$ cat config.mk
export PLATFORM = sky130hd
export DESIGN_NAME = mdio_mgmt_scheduler_flat
export DESIGN_NICKNAME = d
export VERILOG_FILES = /design/src/rtl/mdio_mgmt_scheduler_if.sv /design/src/rtl/mdio_mgmt_scheduler.sv /design/src/flat_wrapper.sv
export SDC_FILE = /design/constraint.sdc
export NUM_CORES = 1
export LEC_CHECK = 0
export ABC_CLOCK_PERIOD_IN_PS = 1600
export BUFFER_PORTS_ARGS = -buffer_cell sky130_fd_sc_hd__buf_2
export CORE_UTILIZATION = 46
export CTS_BUF_LIST = sky130_fd_sc_hd__clkbuf_16
export CTS_CLUSTER_SIZE = 30
export DETAILED_ROUTE_END_ITERATION = 10
export PLACE_DENSITY_LB_ADDON = 0.08
export SLEW_MARGIN = 20
export SYNTH_ARGS = -nofsm -noshare
export SYNTH_HDL_FRONTEND = slang
export SYNTH_SLANG_ARGS = --single-unit
$ cat constraint.sdc
create_clock -name clk -period 1.6 [get_ports clk]
set_input_delay 0.08 -clock clk [delete_from_list [all_inputs] [get_ports clk]]
set_output_delay 0.08 -clock clk [all_outputs]
set_load 0.01 [all_outputs]
$ cat src/rtl/mdio_mgmt_scheduler_if.sv
// Bundle of all scheduler-facing signals: host register-access port, poll
// control/status, and the frame-engine handshake.
//   slave  : scheduler view (takes host requests, drives the engine)
//   master : environment view (host, engine model, status consumers)
interface mdio_mgmt_scheduler_if;
  // host port
  logic        HOST_REQ;
  logic        HOST_WR;
  logic [4:0]  HOST_PHYAD;
  logic [4:0]  HOST_REGAD;
  logic [15:0] HOST_WDATA;
  logic        HOST_ACK;
  logic        HOST_DONE;
  logic [15:0] HOST_RDATA;
  logic        HOST_ERR;
  // poller
  logic        POLL_EN;
  logic        LINK_UP;
  logic        LINK_CHANGE;
  logic [15:0] POLL_DATA;
  // frame engine
  logic        ENG_START;
  logic [31:0] ENG_FRAME;
  logic        ENG_DONE;
  logic [15:0] ENG_RDATA;
  // status
  logic        BUSY;

  modport slave (
    input  HOST_REQ, HOST_WR, HOST_PHYAD, HOST_REGAD, HOST_WDATA, POLL_EN, ENG_DONE, ENG_RDATA,
    output HOST_ACK, HOST_DONE, HOST_RDATA, HOST_ERR, LINK_UP, LINK_CHANGE, POLL_DATA,
           ENG_START, ENG_FRAME, BUSY
  );

  modport master (
    output HOST_REQ, HOST_WR, HOST_PHYAD, HOST_REGAD, HOST_WDATA, POLL_EN, ENG_DONE, ENG_RDATA,
    input  HOST_ACK, HOST_DONE, HOST_RDATA, HOST_ERR, LINK_UP, LINK_CHANGE, POLL_DATA,
           ENG_START, ENG_FRAME, BUSY
  );
endinterface

$ cat src/rtl/mdio_mgmt_scheduler.sv
// Clause-22 MDIO transaction scheduler. Round-robin arbitration between the
// host register port and a periodic link-status poller; builds the 32-bit
// frame, starts the frame engine, waits for completion or timeout and
// returns read data to the requester that won.
// Ports:
//   clk   : clock
//   RESET : synchronous, active-high reset
//   bus   : mdio_mgmt_scheduler_if.slave (host, poll status, engine handshake)
module mdio_mgmt_scheduler #(
  parameter int unsigned POLL_INTERVAL = 100000,
  parameter int unsigned TIMEOUT       = 1024,
  parameter logic [4:0]  POLL_PHYAD    = 5'd0,
  parameter logic [4:0]  POLL_REGAD    = 5'd1,
  parameter int unsigned LINK_BIT      = 2
) (
  input  logic                    clk,
  input  logic                    RESET,
  mdio_mgmt_scheduler_if.slave    bus
);

  localparam int unsigned PW = $clog2(POLL_INTERVAL);
  localparam int unsigned TW = $clog2(TIMEOUT + 1);
  localparam logic [PW-1:0] POLL_LAST = PW'(POLL_INTERVAL - 1);
  localparam logic [TW-1:0] TO_LAST   = TW'(TIMEOUT - 1);
  localparam logic [3:0]    LINK_IDX  = LINK_BIT[3:0];
  localparam logic [31:0]   POLL_FRAME = {2'b01, 2'b10, POLL_PHYAD, POLL_REGAD, 2'b10, 16'h0000};

  typedef enum logic [1:0] {StIdle, StIssue, StWait} state_e;
  state_e state_q, state_d;

  logic [PW-1:0] poll_cnt_q;
  logic          poll_pending_q;
  logic          last_host_q;   // 1: host won the last grant, 0: poller
  logic          owner_host_q;
  logic          owner_wr_q;
  logic [31:0]   frame_q;
  logic [TW-1:0] to_cnt_q;
  logic          host_done_q, host_err_q;
  logic [15:0]   host_rdata_q;
  logic          link_up_q, link_change_q;
  logic [15:0]   poll_data_q;

  logic grant_host, grant_poll, in_idle, to_last, eng_done_w, timeout_w;
  logic poll_expire;

  // Round robin: on contention the requester that did not win last time goes.
  assign grant_host  = bus.HOST_REQ && (!poll_pending_q || !last_host_q);
  assign grant_poll  = poll_pending_q && (!bus.HOST_REQ || last_host_q);
  assign in_idle     = (state_q == StIdle);
  assign to_last     = (to_cnt_q == TO_LAST);
  // Completion beats timeout when both land in the same cycle.
  assign eng_done_w  = (state_q == StWait) && bus.ENG_DONE;
  assign timeout_w   = (state_q == StWait) && !bus.ENG_DONE && to_last;
  assign poll_expire = (poll_cnt_q == POLL_LAST);

  // State register
  always_ff @(posedge clk) begin
    if (RESET) state_q <= StIdle;
    else       state_q <= state_d;
  end

  // Next state
  always_comb begin
    state_d = state_q;
    unique case (state_q)
      StIdle:  if (grant_host || grant_poll) state_d = StIssue;
      StIssue: state_d = StWait;
      StWait:  if (bus.ENG_DONE || to_last) state_d = StIdle;
      default: state_d = StIdle;
    endcase
  end

  // Outputs
  always_comb begin
    bus.ENG_START   = (state_q == StIssue);
    bus.HOST_ACK    = (state_q == StIssue) && owner_host_q;
    bus.BUSY        = (state_q != StIdle);
    bus.ENG_FRAME   = frame_q;
    bus.HOST_DONE   = host_done_q;
    bus.HOST_RDATA  = host_rdata_q;
    bus.HOST_ERR    = host_err_q;
    bus.LINK_UP     = link_up_q;
    bus.LINK_CHANGE = link_change_q;
    bus.POLL_DATA   = poll_data_q;
  end

  // Datapath: poll timer, grant latch, timeout counter, result registers
  always_ff @(posedge clk) begin
    if (RESET) begin
      poll_cnt_q     <= '0;
      poll_pending_q <= 1'b0;
      last_host_q    <= 1'b0;
      owner_host_q   <= 1'b0;
      owner_wr_q     <= 1'b0;
      frame_q        <= '0;
      to_cnt_q       <= '0;
      host_done_q    <= 1'b0;
      host_err_q     <= 1'b0;
      host_rdata_q   <= '0;
      link_up_q      <= 1'b0;
      link_change_q  <= 1'b0;
      poll_data_q    <= '0;
    end else begin
      host_done_q   <= 1'b0;
      link_change_q <= 1'b0;

      if (!bus.POLL_EN) begin
        poll_cnt_q     <= '0;
        poll_pending_q <= 1'b0;
      end else begin
        poll_cnt_q <= poll_expire ? '0 : poll_cnt_q + 1'b1;
        // Expiry while already pending is dropped; a grant clears it.
        if (in_idle && grant_poll) poll_pending_q <= 1'b0;
        else if (poll_expire)      poll_pending_q <= 1'b1;
      end

      if (in_idle && (grant_host || grant_poll)) begin
        owner_host_q <= grant_host;
        owner_wr_q   <= grant_host && bus.HOST_WR;
        last_host_q  <= grant_host;
        if (grant_host) begin
          frame_q <= {2'b01, (bus.HOST_WR ? 2'b01 : 2'b10), bus.HOST_PHYAD, bus.HOST_REGAD,
                      2'b10, (bus.HOST_WR ? bus.HOST_WDATA : 16'h0000)};
        end else begin
          frame_q <= POLL_FRAME;
        end
      end

      if (state_q == StIssue) to_cnt_q <= '0;
      else if (state_q == StWait && !bus.ENG_DONE && !to_last) to_cnt_q <= to_cnt_q + 1'b1;

      if (eng_done_w) begin
        if (owner_host_q) begin
          host_done_q  <= 1'b1;
          host_err_q   <= 1'b0;
          host_rdata_q <= owner_wr_q ? 16'h0000 : bus.ENG_RDATA;
        end else begin
          poll_data_q   <= bus.ENG_RDATA;
          link_up_q     <= bus.ENG_RDATA[LINK_IDX];
          link_change_q <= (bus.ENG_RDATA[LINK_IDX] != link_up_q);
        end
      end else if (timeout_w && owner_host_q) begin
        host_done_q  <= 1'b1;
        host_err_q   <= 1'b1;
        host_rdata_q <= 16'hFFFF;
      end
    end
  end

endmodule

$ cat src/flat_wrapper.sv
// flat-port wrapper written by rule: the top's interface ports become plain ports
module mdio_mgmt_scheduler_flat 
#(
  parameter int unsigned POLL_INTERVAL = 100000,
  parameter int unsigned TIMEOUT       = 1024,
  parameter logic [4:0]  POLL_PHYAD    = 5'd0,
  parameter logic [4:0]  POLL_REGAD    = 5'd1,
  parameter int unsigned LINK_BIT      = 2
)
  (clk, RESET, bus_HOST_REQ, bus_HOST_WR, bus_HOST_PHYAD, bus_HOST_REGAD, bus_HOST_WDATA, bus_POLL_EN, bus_ENG_DONE, bus_ENG_RDATA, bus_HOST_ACK, bus_HOST_DONE, bus_HOST_RDATA, bus_HOST_ERR, bus_LINK_UP, bus_LINK_CHANGE, bus_POLL_DATA, bus_ENG_START, bus_ENG_FRAME, bus_BUSY);
  mdio_mgmt_scheduler_if bus_i ();
  input  logic clk;
  input  logic RESET;
  input wire logic [$bits(bus_i.HOST_REQ)-1:0] bus_HOST_REQ;
  input wire logic [$bits(bus_i.HOST_WR)-1:0] bus_HOST_WR;
  input wire logic [$bits(bus_i.HOST_PHYAD)-1:0] bus_HOST_PHYAD;
  input wire logic [$bits(bus_i.HOST_REGAD)-1:0] bus_HOST_REGAD;
  input wire logic [$bits(bus_i.HOST_WDATA)-1:0] bus_HOST_WDATA;
  input wire logic [$bits(bus_i.POLL_EN)-1:0] bus_POLL_EN;
  input wire logic [$bits(bus_i.ENG_DONE)-1:0] bus_ENG_DONE;
  input wire logic [$bits(bus_i.ENG_RDATA)-1:0] bus_ENG_RDATA;
  output wire logic [$bits(bus_i.HOST_ACK)-1:0] bus_HOST_ACK;
  output wire logic [$bits(bus_i.HOST_DONE)-1:0] bus_HOST_DONE;
  output wire logic [$bits(bus_i.HOST_RDATA)-1:0] bus_HOST_RDATA;
  output wire logic [$bits(bus_i.HOST_ERR)-1:0] bus_HOST_ERR;
  output wire logic [$bits(bus_i.LINK_UP)-1:0] bus_LINK_UP;
  output wire logic [$bits(bus_i.LINK_CHANGE)-1:0] bus_LINK_CHANGE;
  output wire logic [$bits(bus_i.POLL_DATA)-1:0] bus_POLL_DATA;
  output wire logic [$bits(bus_i.ENG_START)-1:0] bus_ENG_START;
  output wire logic [$bits(bus_i.ENG_FRAME)-1:0] bus_ENG_FRAME;
  output wire logic [$bits(bus_i.BUSY)-1:0] bus_BUSY;
  assign bus_i.HOST_REQ = bus_HOST_REQ;
  assign bus_i.HOST_WR = bus_HOST_WR;
  assign bus_i.HOST_PHYAD = bus_HOST_PHYAD;
  assign bus_i.HOST_REGAD = bus_HOST_REGAD;
  assign bus_i.HOST_WDATA = bus_HOST_WDATA;
  assign bus_i.POLL_EN = bus_POLL_EN;
  assign bus_i.ENG_DONE = bus_ENG_DONE;
  assign bus_i.ENG_RDATA = bus_ENG_RDATA;
  assign bus_HOST_ACK = bus_i.HOST_ACK;
  assign bus_HOST_DONE = bus_i.HOST_DONE;
  assign bus_HOST_RDATA = bus_i.HOST_RDATA;
  assign bus_HOST_ERR = bus_i.HOST_ERR;
  assign bus_LINK_UP = bus_i.LINK_UP;
  assign bus_LINK_CHANGE = bus_i.LINK_CHANGE;
  assign bus_POLL_DATA = bus_i.POLL_DATA;
  assign bus_ENG_START = bus_i.ENG_START;
  assign bus_ENG_FRAME = bus_i.ENG_FRAME;
  assign bus_BUSY = bus_i.BUSY;
  mdio_mgmt_scheduler #(.POLL_INTERVAL(POLL_INTERVAL), .TIMEOUT(TIMEOUT), .POLL_PHYAD(POLL_PHYAD), .POLL_REGAD(POLL_REGAD), .LINK_BIT(LINK_BIT)) u_core (.clk(clk), .RESET(RESET), .bus(bus_i));
endmodule
**After elaboration in Yosys (flattened, before gate mapping)**

Cells that the tools add are included.

- Bits in registers: 101
- Input port bits: 48
- Output and inout port bits: 71
- Word-level logic and storage cells: 72

- $add $sub $neg: 2
- Eq/ne operators: 8
- Multiplexer cells: 16
- Bitwise logic cells: 3
- Reductions and logical operators: 30

Operator list:

| kind | count |
|---|---|
| 2-to-1 mux 16 bit | 5 |
| 2-to-1 mux 30 bit | 1 |
| adder 17 x 1 -> 17 bit, second input constant | 1 |
| equality test 17 bit, second input constant | 1 |
| adder 11 x 1 -> 11 bit, second input constant | 1 |
| equality test 11 x 10 -> 1 bit, second input constant | 1 |
| logical AND 1 bit | 11 |
| OR reduction 3 bit | 3 |
| 2-to-1 mux 1 bit | 6 |
| 2-to-1 mux 2 bit | 3 |
| one-hot mux 2 bit (3 select lines) | 1 |
| AND reduction 2 bit | 3 |
| logical NOT 1 bit | 5 |
| logical OR 1 bit | 4 |
| != test 2 bit, second input constant | 2 |
| nonzero test 2 bit | 2 |
| NOT 1 bit | 3 |
| equality test 2 x 1 -> 1 bit, second input constant | 1 |
| equality test 2 bit, second input constant | 1 |
| logical NOT 2 bit | 1 |
| != test 2 x 1 -> 1 bit, second input constant | 1 |
| OR reduction 2 bit | 1 |
| != test 1 bit | 1 |

**Depth between registers and ports, before layout**

Gate-level depths: netlist (run 1).

- Depth after elaboration: 6
- Gate-level depth with buffers: 7
- Mapped depth without buffers: 5

**Least setup slack after synthesis (run 1)**

No wires, ideal clock.

- Path type: register -> register
- From: reg u_core.poll_cnt_q[0]
- To: reg u_core.poll_cnt_q[16]
- Setup time: 115 ps
- Arrival: 1582 ps
- Required time: 1485 ps
- Slack: -97 ps
- Cell stages (with the launch flop): 7
- Path buffers: 1
- Cells stage by stage: dfxtp_1 > ha_1 > and4_2 > nand3_1 > o41ai_4 > buf_6 > nor2_1

- Cells in the longest elaborated chain, start to end: 2

Ends and longest elaborated chain:

| what | RTL line | RTL |
|---|---|---|
| from (decl) | mdio_mgmt_scheduler.sv:31 | `logic [PW-1:0] poll_cnt_q;` |
| from (signal assigned) | mdio_mgmt_scheduler.sv:111 | `poll_cnt_q <= poll_expire ? '0 : poll_cnt_q + 1'b1;` |
| parallel branches: the longest is 2 deep, another holds adder 17 x 1 -> 17 bit | n/a |  |

Several ways; the timed one is not identified.
A chain may end at the register's enable or synchronous reset.

**Worst setup path in the final report (run 1)**

- From: reg u_core.to_cnt_q[7]
- To: reg u_core.host_err_q, in the netlist u_core.bus.HOST_ERR

- Cells in the longest elaborated chain, start to end: 5

Ends and longest elaborated chain:

| what | RTL line | RTL |
|---|---|---|
| from (decl) | mdio_mgmt_scheduler.sv:37 | `logic [TW-1:0] to_cnt_q;` |
| from (signal assigned) | mdio_mgmt_scheduler.sv:130 | `else if (state_q == StWait && !bus.ENG_DONE && !to_last) to_cnt_q <= to_cnt_q + 1'b1;` |
| equality test 11 x 10 -> 1 bit | mdio_mgmt_scheduler.sv:50 | `assign to_last = (to_cnt_q == TO_LAST);` |
| logical AND 1 bit | mdio_mgmt_scheduler.sv:53 | `assign timeout_w = (state_q == StWait) && !bus.ENG_DONE && to_last;` |
| logical AND 1 bit | mdio_mgmt_scheduler.sv:142 | `end else if (timeout_w && owner_host_q) begin` |
| nonzero test 2 bit (no source line) | n/a |  |
| AND reduction 2 bit (no source line) | n/a |  |
| to (signal assigned) | mdio_mgmt_scheduler.sv:98 | `host_err_q <= 1'b0;` |
| to (signal assigned) | mdio_mgmt_scheduler.sv:135 | `host_err_q <= 1'b0;` |
| to (signal assigned) | mdio_mgmt_scheduler.sv:144 | `host_err_q <= 1'b1;` |
| to (decl) | mdio_mgmt_scheduler.sv:38 | `logic host_done_q, host_err_q;` |

No other way between the ends.

==> results_dict.tcl, run 1 <==
set metrics [dict create \
    critPathCaptureType "flip-flop" \
    cp_data_arrival_time_ps 1830 \
    die_h_um 93.9 \
    htree_num_levels 3 \
    ys.flop_type "dfxtp_1" \
    period_minus_slack_ps 1560 \
    use_met3 0.0429 \
    hold_path_end "u_core.bus.POLL_DATA[0]" \
    drc 0 \
    io_pins 119 \
    reg2reg_depth 5 \
    setup_viol 0 \
    regToRegEndpoint "u_core.bus.HOST_ERR" \
    hold_slack_ps 6.45 \
    wl_um 9480 \
    die_x_um 93.9 \
    use_met2 0.361 \
    outcome "complete, no violations" \
    max_freq_ghz 0.643 \
    peakVddDrop_uv 645 \
    grt_first_pass_wirelength_um 15400 \
    cp_max_fo 5 \
    synth_edf_count 0 \
    start_util 0.473 \
    hold_depth 3 \
    cellLeakagePower_uw 0.00223 \
    avgRoutedWirePerCell_um 13.6 \
    cts_made_buffers 9 \
    finalHoldViolCount 0 \
    worst_slew_pin_slew_ps 511 \
    root_buffer "clkbuf_16" \
    final_nets 635 \
    fin_util 0.644 \
    dieArea_um2 8830 \
    rsz0062_at_grt "true" \
    drtAntennaViolNets 0 \
    coreArea_um2 8220 \
    track_usage 0.219 \
    fin_crit_sh 0.973 \
    clk_path_buf_depth 2 \
    grt_start_max_net_pins 70 \
    synthDistinctLibCells 47 \
    drive_gt1_frac 0.320 \
    final_common_cell "buf_2" \
    globalplace.congestion 0.844 \
    powerDensity_nw_per_um2 932 \
    port_buffers 116 \
    path_clk_slew_ps 60 \
    crit_path_start_kind "flip-flop" \
    hpwl_um 6240 \
    top_usage_layer "met2" \
    max_cap_viol_count 0 \
    r2r_slack_ps 40 \
    slew-limit-headroom 0.659 \
    skew_ps 9.21 \
    flow.area_growth_from_synthesis_pct 36.0 \
    fin_tns_setup_ps 0 \
    grt-ovfl-total 0 \
    row_count 33 \
    reg2reg_from "u_core.to_cnt_q[7]" \
    async_flop_share 0 \
    clock-sinks 96 \
    critPathKind "reg -> reg" \
    vias_per_cell 5.24 \
    ys_seq_elements 96 \
    cp.required_ps 1870 \
    holdCritStartpoint "bus_ENG_RDATA[0]" \
    layout_common_cells "buf_2, dfxtp_1, nor2_1, nand2_1, a21oi_1" \
    ys_seq_area_frac 0.494 \
    final_max_slew_viol_count 0 \
    grt_use_met1 0.281 \
    syn_inst 439 \
    yosysWarnings 0 \
    syn_area_um2 3890 \
    diodes 0 \
    clkLatencyLatePin_ps 330 \
    hold_path_class "in -> reg" \
    num_vias 3642 \
    first_iter_violations 116 \
    cts_tree "built" \
    first_pass_iters 4 \
    antenna_found_initial 0 \
    synth.avg_cell_area_um2 8.86 \
    grt_pass1_vias 3355 \
    design_power_total_uw 4930 \
]
-- repair_timing --
item	CTS	global route
hold buffers	17	0
setup endpoints to repair	2	38
pin swaps	2	2
gates cloned	0	2
hold endpoints to repair	17	0
resized for setup	1	11
setup buffers	0	1
-- flip-flops by register name, summed over array words and instances (netlist names) --
register / flops
u_core.bus.HOST_DONE: 1
u_core.poll_cnt_q: 17
u_core.last_host_q: 1
u_core.bus.ENG_FRAME: 29
u_core.bus.HOST_ERR: 1
u_core.bus.LINK_CHANGE: 1
u_core.bus.POLL_DATA: 16
u_core.to_cnt_q: 11
u_core.poll_pending_q: 1
u_core.state_q: 2
u_core.bus.HOST_RDATA: 16
-- kinds of logic (layout without fill, tap and decap cells) --
kind of cell             count (synthesis)  in the layout  share of synthesized area
XOR/XNOR                                16             16                     0.0360
adder cells (fa/ha/maj)                  2              2                    0.00643
buffers and inverters                   44            194                     0.0537
flip-flops                              96             96                      0.494
AND/OR/NAND/NOR                        173            173                      0.219
AO/OA/AOI/OAI                          107            107                      0.190
other                                    1              2                   0.000964
-- metal layers --
metal / vias to the layer above / wire [um]
met3: 7 / 423
met4: 0 / 76
met2: 108 / 4580
met5: - / 0
li1: 1830 / -
met1: 1697 / 4400
-- through the flow --
| step | worst slack [ps] | instance area (um2) | std cells |
|---|---|---|---|
| final | 43.8 | 5290 | 695 |
| after global routing | -58.0 | 5290 | 695 |
| after CTS | 32.8 | 5210 | 692 |
| after detailed placement | 8.69 | 4770 | 659 |
| after global placement | 44.6 | 4770 | 659 |
| after floorplan | -10.4 | 3940 | 440 |
-- critical path: stages, from the launching register on --
cell and delay (ps):
dfxtp_2 360, nand4_1 200, nor4_4 340, o2111a_2 330, clkbuf_16 170, o21a_1 100
-- synth_stat cells, types with 2 or more instances --
cell type / instances / share of area
o21ai_0: 5 / 0.0064
o21a_1: 17 / 0.033
o31ai_1: 4 / 0.0077
nand3_1: 14 / 0.018
nand2b_1: 17 / 0.027
clkbuf_1: 21 / 0.020
xor2_1: 5 / 0.011
xnor2_1: 11 / 0.025
a221oi_1: 2 / 0.0045
and4_2: 2 / 0.0051
or4_1: 3 / 0.0058
buf_2: 3 / 0.0039
buf_4: 6 / 0.012
nand2_1: 45 / 0.043
and4_1: 3 / 0.0068
nor2b_1: 4 / 0.0064
ha_1: 2 / 0.0064
o41ai_1: 2 / 0.0045
a32oi_1: 16 / 0.036
and3_1: 2 / 0.0032
a22oi_1: 10 / 0.019
dfxtp_1: 96 / 0.49
nor3_1: 8 / 0.010
nor4_1: 3 / 0.0048
inv_1: 11 / 0.011
a21oi_1: 44 / 0.057
or3_1: 3 / 0.0048
nor2_1: 53 / 0.051
nand4_1: 8 / 0.013
a41oi_1: 2 / 0.0045
-- layout make-up --
cell class	count	area, um2
clock inverters	7	47.5
clock buffers	9	225
inverters	11	41.3
repair buffers	167	1060
multi-input cells	300	1840
well taps	105	131
fillers	697	2930
flip-flops and latches	96	1930
-- worst max path at each step --
stage	startpoint	to	cells past startpoint
after floorplan	u_core.poll_cnt_q[1]	u_core.poll_cnt_q[1]	6
after global placement	u_core.to_cnt_q[0]	u_core.bus.HOST_DONE	6
after detailed placement	u_core.state_q[1]	u_core.to_cnt_q[9]	4
after CTS	u_core.poll_cnt_q[7]	u_core.poll_cnt_q[13]	4
after global routing	u_core.to_cnt_q[7]	u_core.bus.HOST_DONE	5
final	u_core.to_cnt_q[7]	u_core.bus.HOST_ERR	5
-- power breakdown --
part | switching, uW | total (uW) | internal [uW]
registers | 41.8 | 2490 | 2450
logic | 254 | 481 | 226
clock network | 904 | 1960 | 1050
total | 1200 | 4930 | 3730
Power figures use the tool's default switching activity.
==> run 2: changes to the inputs <==
- BUFFER_PORTS_ARGS: -buffer_cell sky130_fd_sc_hd__buf_2 -> -buffer_cell sky130_fd_sc_hd__clkbuf_2
- RECOVER_POWER: unset -> 100
- REMOVE_ABC_BUFFERS: unset -> 1
==> results_dict.tcl, run 2 (synthesis gave the netlist of run 1 again) <==
set metrics [dict create \
    cp_max_fo 8 \
    place_worst_setup_slack_ps 40.4 \
    max_freq_ghz 0.645 \
    drtAntennaViolNets 0 \
    hold_slack_ps 13.7 \
    cts_made_buffers 9 \
    finalHoldViolCount 0 \
    setup_viol 0 \
    powerDensity_nw_per_um2 946 \
    flow.area_growth_from_synthesis_pct 33.7 \
    outcome "complete, no violations" \
    cp.required_ps 1810 \
    drc 0 \
    wl_um 9580 \
    htree_num_levels 3 \
    diodes 0 \
    critical-path-max-stage-delay_ps 340 \
    layout_common_cells "dfxtp_1, clkbuf_1, nor2_1, clkbuf_2, nand2_1" \
    cp_slowest_cell "o41ai_4" \
    first_pass_iters 4 \
    vias_per_cell 5.23 \
    grt_first_pass_wirelength_um 15300 \
    critPathKind "reg -> reg" \
    grt-ovfl-total 0 \
    final_max_slew_viol_count 0 \
    period_minus_slack_ps 1550 \
    start_util 0.473 \
    hpwl_um 6620 \
    final_cells 702 \
    root_buffer "clkbuf_16" \
    globalplace.congestion 0.838 \
    final_common_cell "dfxtp_1" \
    cellLeakagePower_uw 0.00196 \
    n_fill_cell 752 \
    max_cap_viol_count 0 \
    peakVddDrop_uv 669 \
    cts_tree "built" \
    path_clk_slew_ps 70 \
    final_nets 643 \
    track_usage 0.218 \
    clkLatencyLatePin_ps 330 \
    skew_ps 6.95 \
    die_x_um 93.9 \
    coreArea_um2 8220 \
    crit_path_start_kind "flip-flop" \
    dieArea_um2 8830 \
    hold_path_class "in -> reg" \
    first_iter_violations 100 \
    grt_pass1_vias 3291 \
    post_dp_cell_area_um2 4750 \
    num_vias 3672 \
    multiInputGateArea_um2 1830 \
    worst_slack_ps 49.0 \
    drive_gt1_frac 0.204 \
    clk_path_buf_depth 2 \
    row_count 33 \
    dp.cells 665 \
    worst_slew_pin_slew_ps 591 \
    clock-sinks 96 \
    port_buffers 116 \
    slew-limit-headroom 0.606 \
    avgRoutedWirePerCell_um 13.6 \
    io_pins 119 \
    critPathCaptureType "flip-flop" \
    antenna_found_initial 0 \
    fin_crit_sh 0.969 \
    crit_chain "ha_2 > and4_4 > nand3_4 > o41ai_4 > buf_4 > a21oi_1" \
    largest_reg_flops 29 \
    cp_data_arrival_time_ps 1760 \
    fin_area_um2 5200 \
    seqCellArea_um2 1930 \
    grt_start_max_net_pins 59 \
    die_h_um 93.9 \
]
-- run 2: cell types whose count changed in the layout (fill, tap and decap cells not counted), moves of 2 or more --
cell,change
buf_12,-2
dlygate4sd3_1,+4
ha_2,+2
clkbuf_1,+71
ha_4,-2
clkbuf_2,+50
buf_2,-116
-- run 2: power breakdown --
group	internal [uW]	switching, uW
registers	2450	42.7
logic	213	259
clock network	1050	899
-- run 2: per-stage QoR --
| stage | TNS (ps) | total power (uW) | utilization |
|---|---|---|---|
| after floorplan | -30810 | 2740 | - |
| final | 0 | 4920 | 0.633 |
| after detailed placement | 0 | 2990 | 0.578 |
| after global placement | 0 | 2980 | 0.578 |
| after CTS | 0 | 4990 | 0.636 |
| after global routing | -15.1 | 5130 | 0.633 |
-- run 2: critical path, delay by kind of cell, from the launching register on --
kind	cells	cell delay (ps)
AO/OA/AOI/OAI	2	390
AND/OR/NAND/NOR	2	320
flip-flops	1	330
buffers and inverters	1	220
adder cells (fa/ha/maj)	1	170
-- run 2: what timing repair did --
action                     4_1_cts  5_1_grt
hold buffers                    21        0
buffers inserted                 0        1
resized for setup                0       23
hold endpoints to repair        21        0
setup endpoints to repair        0       44
-- run 2: routing by layer --
| metal | up-vias | GRT usage | wire [um] |
|---|---|---|---|
| met4 | 0 | 0.0769 | 150 |
| met5 | - | 0 | 0 |
| li1 | 1847 | - | - |
| met2 | 105 | 0.353 | 4530 |
| met1 | 1710 | 0.283 | 4410 |
| met3 | 10 | 0.0526 | 490 |
-- run 2: area by class of cell --
| cell class | count | share of cell area |
|---|---|---|
| flip-flops and latches | 96 | 0.372 |
| repair buffers | 175 | 0.191 |
| inverters | 11 | 0.00794 |
| clock buffers | 9 | 0.0433 |
| clock inverters | 6 | 0.00866 |
| well taps | 105 | 0.0253 |
| multi-input cells | 300 | 0.352 |
-- run 2: final timing paths --
kind | slack [ps] | from | cells after the start | endpoint
max reg2reg | 50 | u_core.poll_cnt_q[0] | 6 | u_core.poll_cnt_q[13]
min reg2reg | 460 | u_core.bus.POLL_DATA[13] | 2 | u_core.bus.POLL_DATA[13]
max | 50 | u_core.poll_cnt_q[0] | 6 | u_core.poll_cnt_q[13]
min | 10 | bus_HOST_WDATA[15] | 3 | u_core.bus.ENG_FRAME[15]
